`config.mk`:
```
export PLATFORM = sky130hd
export DESIGN_NAME = fpadd_seq_ctrl
export DESIGN_NICKNAME = d
export VERILOG_FILES = /design/src/rtl/fpadd_seq_ctrl.sv
export SDC_FILE = /design/constraint.sdc
export NUM_CORES = 1
export LEC_CHECK = 0
export ABC_CLOCK_PERIOD_IN_PS = 3800
export CELL_PAD_IN_SITES_DETAIL_PLACEMENT = 1
export CELL_PAD_IN_SITES_GLOBAL_PLACEMENT = 1
export CORE_AREA = 8 8 301 303
export CTS_CLUSTER_SIZE = 8
export DETAILED_ROUTE_END_ITERATION = 10
export DIE_AREA = 0 0 309 311
export DONT_BUFFER_PORTS = 1
export PLACE_DENSITY = 0.6
export SETUP_SLACK_MARGIN = 0.15
export SKIP_LAST_GASP = 1
export SLEW_MARGIN = 20
export SYNTH_ARGS = -nofsm -noshare
export SYNTH_HDL_FRONTEND = slang
export SYNTH_SLANG_ARGS = --single-unit
```
`constraint.sdc`:
```
create_clock -name clk -period 3.8 [get_ports clk]
set_clock_uncertainty 0.05 [all_clocks]
set_input_delay 1.14 -clock clk [delete_from_list [all_inputs] [get_ports clk]]
set_output_delay 1.14 -clock clk [all_outputs]
set_load 0.05 [all_outputs]
```
`src/rtl/fpadd_seq_ctrl.sv`:
```
// Issue sequencer for an external LAT-cycle subword fp adder: operand staging, in-flight
// tracking, credit-gated result FIFO and flush FSM. Optional counters: FPADD_SEQ_PERF_EN.
module fpadd_seq_ctrl #(
    parameter int LAT   = 2,
    parameter int DEPTH = 4
) (
    input  logic         clk,
    input  logic         rst_n,
    input  logic         in_valid,
    output logic         in_ready,
    input  logic [127:0] in_src0,
    input  logic [127:0] in_src1,
    input  logic         in_mode,
    input  logic [3:0]   in_tag,
    output logic [127:0] add_src0,
    output logic [127:0] add_src1,
    output logic         add_mode,
    input  logic [127:0] add_result,
    output logic         out_valid,
    input  logic         out_ready,
    output logic [127:0] out_result,
    output logic [3:0]   out_tag,
    output logic         out_mode,
    input  logic         flush_req,
    output logic         flush_done
`ifdef FPADD_SEQ_PERF_EN
    ,
    output logic [15:0]  perf_ops,
    output logic [15:0]  perf_stall
`endif
);
    localparam int PW = (DEPTH > 1) ? $clog2(DEPTH) : 1;
    localparam int CW = PW + 1;
    localparam int SW = 6;

    typedef struct packed {
        logic [127:0] result;
        logic [3:0]   tag;
        logic         mode;
    } res_t;

    typedef enum logic [1:0] {RUN, DRAIN, DONE} state_t;

    state_t            state, state_nxt;
    logic              accept, push, pop;
    logic [LAT:0]      vld_pipe;
    logic [LAT:0][3:0] tag_pipe;
    logic [LAT:0]      mode_pipe;
    logic [SW-1:0]     inflight_cnt;
    logic [CW-1:0]     fifo_cnt;
    logic [PW-1:0]     wr_ptr, rd_ptr;
    res_t              fifo_mem [DEPTH];
    res_t              head;

    // Every accepted op that has not yet been popped holds one credit, so the FIFO cannot overflow.
    always_comb begin
        inflight_cnt = '0;
        for (int i = 0; i <= LAT; i++) inflight_cnt = inflight_cnt + SW'(vld_pipe[i]);
    end

    assign in_ready = rst_n && (state == RUN) && ((SW'(fifo_cnt) + inflight_cnt) < SW'(DEPTH));
    assign accept   = in_valid && in_ready;
    assign push     = vld_pipe[LAT];
    assign out_valid = (fifo_cnt != '0);
    assign pop      = out_valid && out_ready;

    always_ff @(posedge clk) begin
        if (!rst_n) begin
            add_src0 <= '0;
            add_src1 <= '0;
        end else if (accept) begin
            add_src0 <= in_src0;
            add_src1 <= in_src1;
        end
    end

    // Stage k holds the op whose operands entered the adder k cycles ago.
    always_ff @(posedge clk) begin
        if (!rst_n) begin
            vld_pipe  <= '0;
            tag_pipe  <= '0;
            mode_pipe <= '0;
        end else begin
            vld_pipe  <= {vld_pipe[LAT-1:0], accept};
            tag_pipe  <= {tag_pipe[LAT-1:0], in_tag};
            mode_pipe <= {mode_pipe[LAT-1:0], in_mode};
        end
    end

    // The adder's output select sits after its pipeline, so it is set as the result emerges.
    always_ff @(posedge clk) begin
        if (!rst_n) add_mode <= 1'b0;
        else if (vld_pipe[LAT-1]) add_mode <= mode_pipe[LAT-1];
    end

    always_ff @(posedge clk) begin
        if (push) fifo_mem[wr_ptr] <= '{result: add_result, tag: tag_pipe[LAT], mode: mode_pipe[LAT]};
    end

    always_ff @(posedge clk) begin
        if (!rst_n) begin
            wr_ptr   <= '0;
            rd_ptr   <= '0;
            fifo_cnt <= '0;
        end else begin
            if (push) wr_ptr <= wr_ptr + PW'(1);
            if (pop)  rd_ptr <= rd_ptr + PW'(1);
            case ({push, pop})
                2'b10:   fifo_cnt <= fifo_cnt + CW'(1);
                2'b01:   fifo_cnt <= fifo_cnt - CW'(1);
                default: ;
            endcase
        end
    end

    assign head       = fifo_mem[rd_ptr];
    assign out_result = head.result;
    assign out_tag    = head.tag;
    assign out_mode   = head.mode;

    always_ff @(posedge clk) begin
        if (!rst_n) state <= RUN;
        else        state <= state_nxt;
    end

    always_comb begin
        state_nxt  = state;
        flush_done = 1'b0;
        case (state)
            RUN:   if (flush_req) state_nxt = DRAIN;
            DRAIN: if (inflight_cnt == '0 && fifo_cnt == '0) state_nxt = DONE;
            DONE: begin
                flush_done = 1'b1;
                state_nxt  = RUN;
            end
            default: state_nxt = RUN;
        endcase
    end

`ifdef FPADD_SEQ_PERF_EN
    always_ff @(posedge clk) begin
        if (!rst_n) begin
            perf_ops   <= '0;
            perf_stall <= '0;
        end else begin
            if (accept && perf_ops != 16'hFFFF) perf_ops <= perf_ops + 16'd1;
            if (in_valid && !in_ready && perf_stall != 16'hFFFF) perf_stall <= perf_stall + 16'd1;
        end
    end
`endif

endmodule

```
**Word-level counts from Yosys, hierarchy flattened**

Memories as Yosys holds them, arrays and structs flattened. A register that Yosys moved wholly into a read port is not among the register bits.
Index checks and enable logic that the tools add are counted.

- Add/sub/neg operators: 7
- Multiply operators: 0
- Div/mod/pow operators: 0
- Magnitude comparators: 1
- Equality and inequality tests: 6
- Shift-type cells: 0
- Muxes and demuxes: 9
- Bitwise logic cells: 0
- Reductions and logical operators: 11

Operator list:

| cell | number |
|---|---|
| 2-to-1 mux 2 bit | 4 |
| logical NOT 6 bit | 1 |
| case mux 3 bit (2 select lines) | 1 |
| logical AND 1 bit | 5 |
| adder 2 x 1 -> 2 bit, second input constant | 2 |
| adder 3 x 3 -> 4 bit | 1 |
| equality test 2 x 1 -> 1 bit, second input constant | 2 |
| equality test 2 bit, second input constant | 2 |
| less-than comparator 4 x 3 -> 1 bit, second input constant | 1 |
| inequality test 2 bit, second input constant | 2 |
| case mux 2 bit (2 select lines) | 1 |
| adder 2 x 1 -> 3 bit | 1 |
| adder 3 x 1 -> 3 bit, second input constant | 1 |
| logical NOT 3 bit | 1 |
| 2-to-1 mux 1 bit | 3 |
| nonzero test 3 bit | 1 |
| subtractor 3 x 1 -> 3 bit, second input constant | 1 |
| adder 1 x 1 -> 2 bit | 1 |
| logical NOT 2 bit | 1 |
| AND reduction 2 bit | 1 |
| nonzero test 2 bit | 1 |

- Register bits after elaboration: 284
- Bits in latches: 0
- Memory bits (writable): 532
- ROM bits: 0
- Logic and storage cells: 47
- Memories: 1

Memories:

| name | depth | bits a word | read ports | clocked after memory_dff | write ports | RTL line | text |
|---|---|---|---|---|---|---|---|
| fifo_mem | 4 | 133 | 1 | 1 | 1 | 52 | `res_t fifo_mem [DEPTH];` |

**Logic depth before layout (Yosys ltp)**

Gate-level depths: netlist of run 1.

- Word-level depth: 6
- Gate-level depth with buffers: 10

**Worst setup path before layout of run 1**

Ideal clock, no wire load.

- Path type: register -> register
- Start: reg wr_ptr[0]
- End: mem fifo_mem[0][0] (netlist name), enable pin
- Setup time: 508 ps
- Arrival: 3592 ps
- Required time: 3242 ps
- Setup slack: -350 ps
- Stages on the path, launching flop included: 4
- Path buffers: 0
- Cell sequence: dfxtp_1 inv_1 ha_1 and2_1

RTL lines:

| element | RTL line | text |
|---|---|---|
| start, declared | 51 | `logic [PW-1:0] wr_ptr, rd_ptr;` |
| start signal, assigned | 106 | `if (push) wr_ptr <= wr_ptr + PW'(1);` |
| end, declared | 52 |  |

No word-level cell before the write port.

**Final worst setup path of run 1**

- Start: reg vld_pipe[2]
- End: out in_ready

- Cells in the longest elaborated chain, start to end: 4

Ends and longest elaborated chain:

| element | RTL line | text |
|---|---|---|
| start, declared | 46 | `logic [LAT:0] vld_pipe;` |
| start signal, assigned | 84 | `vld_pipe <= {vld_pipe[LAT-1:0], accept};` |
| adder 2 x 1 -> 3 bit | 58 | `for (int i = 0; i <= LAT; i++) inflight_cnt = inflight_cnt + SW'(vld_pipe[i]);` |
| adder 3 x 3 -> 4 bit | 61 | `assign in_ready = rst_n && (state == RUN) && ((SW'(fifo_cnt) + inflight_cnt) < SW'(DEPTH));` |
| less-than comparator 4 x 3 -> 1 bit | 61 |  |
| logical AND 1 bit | 61 |  |
| end, declared | 10 | `output logic in_ready,` |

No other way between the ends.

==> results.md, run 1 <==
* Outcome: complete, no violations
* Post-synthesis mux area share at a little under a fifth
* Switching power share of the total at approximately 28%
* Die footprint at between 90,000 and 100,000 um^2
* Synth Net Count at 2,289
* Worst Tran Pin Value at ~1.4 ns
* Largest family of logic cells by synthesized area: multiplexers
* Combinational power share at about 7%
* WP buf/inv at 2
* Synth Area in Compound Gates at less than 1%
* Sw Pwr at around 6.0 mW
* Flop pwr share at ~50%
* Final period util at between 90% and 100%
* Wirelength, routed at roughly 90 mm
* Area Growth Syn to Fin at 15.26%
* Setup WS pre-CTS at approximately 0.73 ns
* Drc violations at 0
* Nets at roughly 2,300
* Vias after detailed routing at around 15,000
* Slew Limit Fails at 0
* Delay-heaviest family, CP: adder cells
* GP Congestion at slightly above 0.9
* HPWL Detailed at between 60 and 70 mm
* Area share of xor/xnor cells in the synthesized design at less than 1%
* Gr ovfl total at 0
* Total CTS buffers at roughly 110
* Final setup TNS at 0 ns
* Slowest CP cell: dfxtp_1
* Seq cells post-synth at about 820
* Synth Area in Simple Gates at 4.328%
* CP startpoint kind: register
* Worst-path maximum fanout at 7
* DR pass1 iterations at 4
* Adder-Cell Fraction of Synth Area at less than 1%
* Max cap viols at 0
* All-Layer GR Usage at a little under a fifth
* Lkg Pwr at 13.42 nW
* Pwr dens at 626.8 nW/um^2
* CTS tree: yes
* Row Count at about 110
* Peak VDD IR at approximately 0.36 mV
* Syn. warnings at 0
* 1st-iter DRT viols at 839
* Synth Cell Area at about 30,000 um^2
* CP required at approximately 2.6 ns
* Post-route ant nets at 0
* Critical path type: register to output port
* Slew margin rel. at under 10%
* Die W at about 310 um
* Die boundary height at about 310 um
* Setup Viol. Count Final at 0
* Post-DR wirelength/cell at between 20 and 30 um
* Starting Density at a little over a third
* Vias in the first global route at 16,810
* Largest net degree at the start of global routing at roughly 300
* Post-Synthesis Cells at between 1,500 and 2,000
* Total core area at ~86,000 um^2
* Setup crit end kind: output port
* Sequential area share after synthesis at between 70% and 80%
* Final min period at between 3 and 4 ns
* Arrival @ worst endpoint at 2.31 ns
* Max stage delay on crit path at about 0.46 ns
* Hold Path Class: register to register
* Yosys cell types at 30
* Top Ports at 787
* CTS Hold Bufs at 0
* Worst-path clk slew at around 0.050 ns
* Crit-path cells: inv_1 -> fa_1 -> inv_1 -> ha_1 -> nand3b_1 -> and3_4
* Layout cells sized above 1 at 14.60%
* RSZ-0062 raised after global routing: no
* Internal at between 15 and 20 mW
* Routed vias/inst at 4.874
* Final worst slack at roughly 0.3 ns
* Clock latency on the worst-skew pair at ~0.66 ns
* H-tree depth at 3
* Highest clock rate at approximately 290 MHz
* Initial antenna violation count at 18
* Crit path top cell by count: inv_1
* Final Hold Fails at 0
* Port Buffer Count at 0
* Clock power share at 41.6%
* First-pass GRT wire length at 127.2 mm
* Sink Count at slightly above 800
* Mean Syn Cell Area at 16.01 um^2
* Clk root buf: clkbuf_16
* Maximum clock insertion buffer count at 3
[cells in the mapped netlist]
master | count | area (um^2)
edfxtp_1 | 532 | 15980
nand2_1 | 287 | 1077
dfxtp_1 | 286 | 5725
mux2i_1 | 258 | 2582
inv_1 | 237 | 889.6
mux4_2 | 133 | 2995
clkbuf_1 | 40 | 150.1
buf_2 | 20 | 100.1
and2_1 | 19 | 118.9
buf_6 | 16 | 180.2
nor2_1 | 13 | 48.80
buf_4 | 10 | 75.07
buf_1 | 7 | 26.28
ha_1 | 6 | 75.07
xor2_1 | 4 | 35.03
a21oi_1 | 2 | 10.01
and3_1 | 2 | 12.51
fa_1 | 2 | 40.04
or3_1 | 2 | 12.51
a2111oi_0 | 1 | 8.760
and2b_1 | 1 | 7.510
clkinv_1 | 1 | 3.750
nand3b_1 | 1 | 7.510
nand4_1 | 1 | 6.260
nor2b_1 | 1 | 6.260
nor3_2 | 1 | 10.01
o21ai_0 | 1 | 5.000
o311ai_0 | 1 | 8.760
o31ai_1 | 1 | 7.510
xnor2_1 | 1 | 8.760
[layer usage]
metal	part of all wire, %	vias up	GRT usage, %
met5	0.022	-	0
met4	2.8	2	5.387
met3	11	143	8.665
met2	52	599	32.26
met1	35	7910	18.93
li1	-	6781	-
[flip-flops by register name, indices dropped and copies added, names as in the netlist, named ones only]
register	cells
tag_pipe	12
add_src1	128
vld_pipe	3
add_mode	1
wr_ptr	2
mode_pipe	3
rd_ptr	2
fifo_cnt	3
add_src0	128
state	2
fifo_mem	532
[cell type report]
class | count | area [um^2]
Fill cell | 8609 | 51120
Sequential cell | 818 | 21710
Multi-Input combinational cell | 738 | 7099
Clock buffer | 169 | 3027
Tap cell | 1155 | 1445
Inverter | 238 | 893.4
Timing Repair Buffer | 30 | 457.9
Clock inverter | 7 | 158.9
Antenna cell | 12 | 30.03
[through the flow]
stage	util [%]	cell area (um^2)	hold WS [ns]	std cells	power (mW)
floorplan	-	30220	0.3562	1887	12.54
global placement	36.75	31580	0.3771	2978	12.92
detailed placement	36.75	31580	0.3787	2978	12.95
CTS	40.48	34790	0.3794	3155	22.16
global route	40.50	34810	0.4027	3162	22.57
finish	40.52	34820	0.3656	3167	21.82
[worst paths after layout]
path,from,end,slack (ns),cells past startpoint
max,vld_pipe[2],in_ready,0.30,6
min,tag_pipe[5],tag_pipe[9],0.37,1
max reg2reg,vld_pipe[2],add_src0[62],1.02,8
min reg2reg,tag_pipe[5],tag_pipe[9],0.37,1
[cells by family after synthesis]
logic type,Yosys count
AOI/OAI and AO/OA,6
xor gates and xnor gates,5
adders and majority gates,8
buffers and inverters,331
DFF,818
muxes,391
and+or+nand+nor,328
[power groups by stage]
stage          logic [mW]  clock network, mW  registers (mW)
6_report             1.52               9.08            11.2
5_1_grt              1.62               9.68            11.3
4_1_cts              1.55               9.36            11.2
3_5_place_dp         1.53                  0            11.4
3_3_place_gp         1.50                  0            11.4
2_1_floorplan        1.37                  0            11.2
[what timing repair did]
| item | 4_1_cts | 5_1_grt |
|---|---|---|
| endpoints found under the setup margin | 118 | 1 |
| setup buffers | 1 | 0 |
| pin swaps | 0 | 0 |
| gates resized for setup | 1 | 1 |
[cells in the final DEF, fill, tap and decap left out, types with 2 or more instances in the layout]
cell type / count
a21oi_1: 2
and2_1: 15
and2_4: 4
buf_12: 18
buf_4: 11
clkbuf_1: 56
clkbuf_16: 112
clkinv_16: 3
clkinv_8: 3
dfxtp_1: 284
dfxtp_4: 2
diode_2: 12
edfxtp_1: 532
fa_1: 2
ha_1: 6
inv_1: 237
mux2i_1: 258
mux4_2: 133
nand2_1: 287
nor2_1: 13
or3_1: 2
xor2_1: 4
Power figures use the tool's default switching activity.
==> run 2, diff against run 1 <==
--- a/config.mk
+++ b/config.mk
@@ -13,7 +13,7 @@
 export DETAILED_ROUTE_END_ITERATION = 10
 export DIE_AREA = 0 0 309 311
 export DONT_BUFFER_PORTS = 1
-export PLACE_DENSITY = 0.6
+export PLACE_DENSITY = 0.59
 export SETUP_SLACK_MARGIN = 0.15
 export SKIP_LAST_GASP = 1
 export SLEW_MARGIN = 20
==> results.md, run 2 (same netlist as run 1, synthesis figures left out) <==
* Worst-path maximum fanout at 7 (unchanged)
* Sw Pwr at 6.028 mW (was 6.036 mW)
* Area Growth Syn to Fin at 15.27% (was 15.26%)
* Commonest non-fill, non-tap cell in the layout: edfxtp_1 (unchanged)
* 1st-iter DRT viols at 862 (was 839)
* CP startpoint kind: register (unchanged)
* Die boundary height at 311 um (unchanged)
* Starting Density at 35.15% (unchanged)
* Final min period at 3.485 ns (was 3.505 ns)
* Routed vias/inst at 4.883 (was 4.874)
* Worst Setup SP: vld_pipe[2] (unchanged)
* DP Area at 31,470 um^2 (was 31,580 um^2)
* Flop pwr share at 51.2% (was 51.4%)
* Worst-path clk slew at 0.05 ns (about the same)
* Port Buffer Count at 0 (unchanged)
* Vias in the first global route at 16,860 (was 16,810)
* Clock power share at 41.8% (was 41.6%)
* CTS Hold Bufs at 0 (unchanged)
* Wirelength, routed at 90.79 mm (was 90.24 mm)
* Max reg flops at 532 (unchanged)
* Row Count at 108 (unchanged)
* Gr ovfl total at 0 (unchanged)
* First-pass GRT wire length at 127.2 mm (about the same)
* All-Layer GR Usage at 18.28% (was 18.19%)
* Total CTS buffers at 113 (was 112)
* Slew Limit Fails at 0 (unchanged)
* Commonest non-fill, non-tap cells in the layout: edfxtp_1, nand2_1, dfxtp_1, mux2i_1, inv_1 (unchanged)
* Highest clock rate at 286.9 MHz (was 285.3 MHz)
* Pwr dens at 629.4 nW/um^2 (was 626.8 nW/um^2)
* Die W at 309 um (unchanged)
* Nets at 2,345 (was 2,340)
* Post-route ant nets at 0 (unchanged)
* Top Ports at 787 (unchanged)
* Final Hold Fails at 0 (unchanged)
* Top reg by flops: fifo_mem (unchanged)
* Slew margin rel. at 33.60% (was 9.941%)
* RSZ-0062 raised after global routing: no (unchanged)
* Clock latency on the worst-skew pair at 0.66 ns (about the same)
* HPWL Detailed at 65.95 mm (was 65.99 mm)
* Setup crit end kind: output port (unchanged)
* Startpoint of the worst register-to-register path: vld_pipe[2] (unchanged)
* WHS at 0.3686 ns (was 0.3656 ns)
* H-tree depth at 3 (unchanged)
* Setup WS pre-CTS at 0.7362 ns (was 0.7302 ns)
* CP required at 2.61 ns (about the same)
* DR pass1 iterations at 4 (unchanged)
* Design area at 34,820 um^2 (about the same)
* Vias after detailed routing at 15,510 (was 15,440)
* Drc violations at 0 (unchanged)
* Biggest regs: fifo_mem (532), add_src0 (128), add_src1 (128) (unchanged)
* Post-DR wirelength/cell at 28.59 um (was 28.49 um)
* Initial antenna violation count at 34 (was 18)
* Worst Tran Pin Value at 0.9939 ns (was 1.351 ns)
* Max cap viols at 0 (unchanged)
* Setup Viol. Count Final at 0 (unchanged)
* CTS tree: yes (unchanged)
* Die footprint at 96,100 um^2 (unchanged)
* Critical path type: register to output port (unchanged)
* Sink Count at 818 (unchanged)
* Hold Path Class: register to register (unchanged)
* Total core area at 85,940 um^2 (unchanged)
* Layout cells sized above 1 at 14.93% (was 14.60%)
* Final Power at 21.92 mW (was 21.82 mW)
* Lkg Pwr at 13.44 nW (was 13.42 nW)
* Clk root buf: clkbuf_16 (unchanged)
* Final setup TNS at 0 ns (unchanged)
* Internal at 15.89 mW (was 15.79 mW)
* Final core utilization at 40.52% (about the same)
* Largest net degree at the start of global routing at 304 (unchanged)
* Peak VDD IR at 0.3286 mV (was 0.3644 mV)
* Outcome: complete, no violations (unchanged)
* Placed cell count at 2,978 (unchanged)
* Fin cells at 3,176 (was 3,167)
* Final worst slack at 0.3150 ns (was 0.2951 ns)
* Arrival @ worst endpoint at 2.30 ns (was 2.31 ns)
* Final period util at 91.71% (was 92.23%)
* GP Congestion at 0.8318 (was 0.9111)
* Combinational power share at 7.0% (about the same)
* Worst hold start: tag_pipe[6] (was tag_pipe[5])
* Switching power share of the total at 27.50% (was 27.66%)
* Maximum clock insertion buffer count at 3 (unchanged)
## run 2: changes by cell type in the layout (fill, tap and decap cells not counted), moves of 2 or more
| cell | delta |
|---|---|
| clkinv_8 | -3 |
| diode_2 | +13 |
| clkbuf_1 | -11 |
| buf_4 | +12 |
| clkbuf_16 | +2 |
| buf_12 | -9 |
## run 2: layout make-up
class,instances,area [um^2]
fillers,8573,51120
flip-flops and latches,818,21710
multi-input cells,738,7099
clock buffers,159,3022
well taps,1155,1445
inverters,238,893.4
repair buffers,34,412.9
clock inverters,9,180.2
diodes,25,62.56
## run 2: final timing paths
path,endpoint,slack (ns),cells past startpoint
worst min-delay path,tag_pipe[10],0.37,1
worst min register to register,tag_pipe[10],0.37,1
worst max-delay path,in_ready,0.31,6
worst max register to register,add_src1[84],1.10,9
## run 2: power groups by stage
stage	registers (mW)	clock network (mW)	logic [mW]
3_5_place_dp	11.4	0	1.53
5_1_grt	11.3	9.80	1.64
4_1_cts	11.2	9.47	1.56
3_3_place_gp	11.4	0	1.50
2_1_floorplan	11.2	0	1.37
6_report	11.2	9.16	1.53
## run 2: repair_timing
item / CTS / global route
gates resized for setup: 2 / 1
setup endpoints to repair: 65 / 1
cloned: 1 / 0
setup buffers: 4 / 0
## run 2: routing by layer
layer / vias up / track usage (%) / part of all wire [%]
met2: 651 / 30.85 / 51
met5: - / 0 / 0.014
met4: 2 / 8.191 / 3.1
met3: 146 / 9.896 / 13
li1: 6793 / - / -
met1: 7915 / 18.49 / 33
## run 2: worst max-delay path: stages, from the launching register on
cell      delay, ns
dfxtp_1        0.46
inv_1          0.11
fa_1           0.39
inv_1          0.07
ha_1           0.22
nand3b_1       0.11
and3_4         0.30
==> run 3, diff against run 2 <==
--- a/config.mk
+++ b/config.mk
@@ -13,7 +13,7 @@
 export DETAILED_ROUTE_END_ITERATION = 10
 export DIE_AREA = 0 0 309 311
 export DONT_BUFFER_PORTS = 1
-export PLACE_DENSITY = 0.59
+export PLACE_DENSITY_LB_ADDON = 0.3
 export SETUP_SLACK_MARGIN = 0.15
 export SKIP_LAST_GASP = 1
 export SLEW_MARGIN = 20
==> results.md, run 3 (same netlist as run 1, synthesis figures left out) <==
* Highest clock rate at 288.9 MHz (was 286.9 MHz)
* Slew margin rel. at 39.76% (was 33.60%)
* Peak VDD IR at 0.3552 mV (was 0.3286 mV)
* Flop-to-flop setup slack at 1.06 ns (was 1.10 ns)
* Total CTS buffers at 113 (unchanged)
* Initial antenna violation count at 40 (was 34)
* Port Buffer Count at 0 (unchanged)
* Register area at 21,710 um^2 (about the same)
* Final period util at 91.08% (was 91.71%)
* First-pass GRT wire length at 128.1 mm (was 127.2 mm)
* Final Power at 21.79 mW (was 21.92 mW)
* GP Congestion at 0.8660 (was 0.8318)
* Clk root buf: clkbuf_16 (unchanged)
* Worst-path maximum fanout at 39 (was 7)
* Flop pwr share at 51.5% (was 51.2%)
* Slowest CP cell: mux4_2 (was dfxtp_1)
* Commonest non-fill, non-tap cell in the layout: edfxtp_1 (unchanged)
* Vias in the first global route at 16,900 (was 16,860)
* Worst Tran Pin Value at 0.9024 ns (was 0.9939 ns)
* Routed vias/inst at 4.870 (was 4.883)
* Top Ports at 787 (unchanged)
* Clock latency on the worst-skew pair at 0.65 ns (was 0.66 ns)
* Sink Count at 818 (unchanged)
* Max cap viols at 0 (unchanged)
* R2R cell count at 7 (was 9)
* Worst hold start: tag_pipe[3] (was tag_pipe[6])
* Wirelength, routed at 91.16 mm (was 90.79 mm)
* Pwr dens at 625.8 nW/um^2 (was 629.4 nW/um^2)
* Area Growth Syn to Fin at 15.28% (was 15.27%)
* Fillcell total at 8,599 (was 8,573)
* 1st-iter DRT viols at 825 (was 862)
* Top reg by flops: fifo_mem (unchanged)
* Final min period at 3.461 ns (was 3.485 ns)
* Largest net degree at the start of global routing at 304 (unchanged)
* Multi-input logic area at 7099 um^2 (unchanged)
* Internal at 15.78 mW (was 15.89 mW)
* Hold path endpoint: tag_pipe[7] (was tag_pipe[10])
* Post-DR wirelength/cell at 28.67 um (was 28.59 um)
* Die footprint at 96,100 um^2 (unchanged)
* All-Layer GR Usage at 18.39% (was 18.28%)
* Outcome: complete, no violations (unchanged)
* Critical path type: register to output port (unchanged)
* Commonest non-fill, non-tap cells in the layout: edfxtp_1, nand2_1, dfxtp_1, mux2i_1, inv_1 (unchanged)
* H-tree depth at 3 (unchanged)
* Combinational power share at 7.0% (about the same)
* Startpoint of the worst register-to-register path: vld_pipe[2] (unchanged)
* Worst-path clk slew at 0.05 ns (about the same)
* Final core utilization at 40.52% (about the same)
* Crit-path cells: buf_12 -> mux4_2 (was inv_1 -> fa_1 -> inv_1 -> ha_1 -> nand3b_1 -> and3_4)
* CTS Hold Bufs at 0 (unchanged)
* CP required at 2.61 ns (about the same)
* CTS tree: yes (unchanged)
* Post-route ant nets at 0 (unchanged)
* Gr ovfl total at 0 (unchanged)
* CP startpoint kind: register (unchanged)
* Design area at 34,830 um^2 (was 34,820 um^2)
* Die boundary height at 311 um (unchanged)
* Clock power share at 41.5% (was 41.8%)
* Row Count at 108 (unchanged)
* Setup Viol. Count Final at 0 (unchanged)
* Starting Density at 35.15% (unchanged)
* Switching power share of the total at 27.58% (was 27.50%)
* Arrival @ worst endpoint at 2.27 ns (was 2.30 ns)
* Hold Path Class: register to register (unchanged)
* Biggest regs: fifo_mem (532), add_src0 (128), add_src1 (128) (unchanged)
* Sw Pwr at 6.010 mW (was 6.028 mW)
* Reg-to-Reg End: add_src0[120] (was add_src1[84])
* Maximum clock insertion buffer count at 3 (unchanged)
* Max reg flops at 532 (unchanged)
* Nets at 2,347 (was 2,345)
* Setup crit end kind: output port (unchanged)
* Max stage delay on crit path at 0.74 ns (was 0.46 ns)
* Final setup TNS at 0 ns (unchanged)
* HPWL Detailed at 66.54 mm (was 65.95 mm)
* Hold depth at 1 (unchanged)
* Slew Limit Fails at 0 (unchanged)
* DP Area at 31,600 um^2 (was 31,470 um^2)
* Final Hold Fails at 0 (unchanged)
* Total core area at 85,940 um^2 (unchanged)
* Layout cells sized above 1 at 15.03% (was 14.93%)
* DR pass1 iterations at 4 (unchanged)
* Lkg Pwr at 13.43 nW (was 13.44 nW)
* Vias after detailed routing at 15,490 (was 15,510)
* RSZ-0062 raised after global routing: no (unchanged)
* Die W at 309 um (unchanged)
* Drc violations at 0 (unchanged)
[run 3: worst max-delay path by stage]
| stage | start | endpoint | slack, ns | depth (start not counted) |
|---|---|---|---|---|
| final | register | out_result[113] | 0.34 | 2 |
| after global routing | register | out_result[113] | 0.21 | 2 |
| after CTS | vld_pipe[2] | in_ready | 0.13 | 6 |
| after detailed placement | vld_pipe[2] | in_ready | 0.71 | 6 |
| after global placement | vld_pipe[2] | in_ready | 0.72 | 6 |
| after floorplan | rst_n | in_ready | 0.76 | 3 |
[run 3: stage by stage]
step                setup slack, ns  hold slack, ns  cells
floorplan                    0.7617          0.3562   1887
global placement             0.7189          0.3704   2983
detailed placement           0.7115          0.3775   2983
CTS                          0.1269          0.3891   3151
global route                 0.2078          0.4088   3177
finish                       0.3391          0.3739   3180
[run 3: worst max-delay path: cells and delay by family, from the launching register on]
kind / cells / cell delay, ns
buf+inv: 1 / 0.30
mux: 1 / 0.74
flops: 1 / 0.47
[run 3: per-layer routing]
metal	track usage, %	wire length (um)	vias to the layer above
met3	11.52	13100	159
met5	0.4649	66	-
met1	18.28	29850	7871
li1	-	-	6798
met2	29.77	44960	648
met4	9.112	3180	10
[run 3: power groups by stage]
stage | sequential (mW) | clock [mW] | combinational [mW]
finish | 11.2 | 9.05 | 1.52
detailed placement | 11.4 | 0 | 1.53
global route | 11.3 | 9.68 | 1.63
CTS | 11.2 | 9.33 | 1.55
floorplan | 11.2 | 0 | 1.37
global placement | 11.4 | 0 | 1.50
[run 3: area by class of cell]
type                            instances  area share, %
Clock buffer                          158          8.665
Tap cell                             1155          4.149
Inverter                              238          2.565
Antenna cell                           29         0.2084
Clock inverter                          8         0.3413
Multi-Input combinational cell        738          20.38
Sequential cell                       818          62.34
Timing Repair Buffer                   36          1.351
[run 3: repair_timing]
item | in CTS | in global routing
endpoints found under the setup margin | 110 | 1
buffers inserted | 2 | 0
cloned | 0 | 0
gates resized for setup | 1 | 2
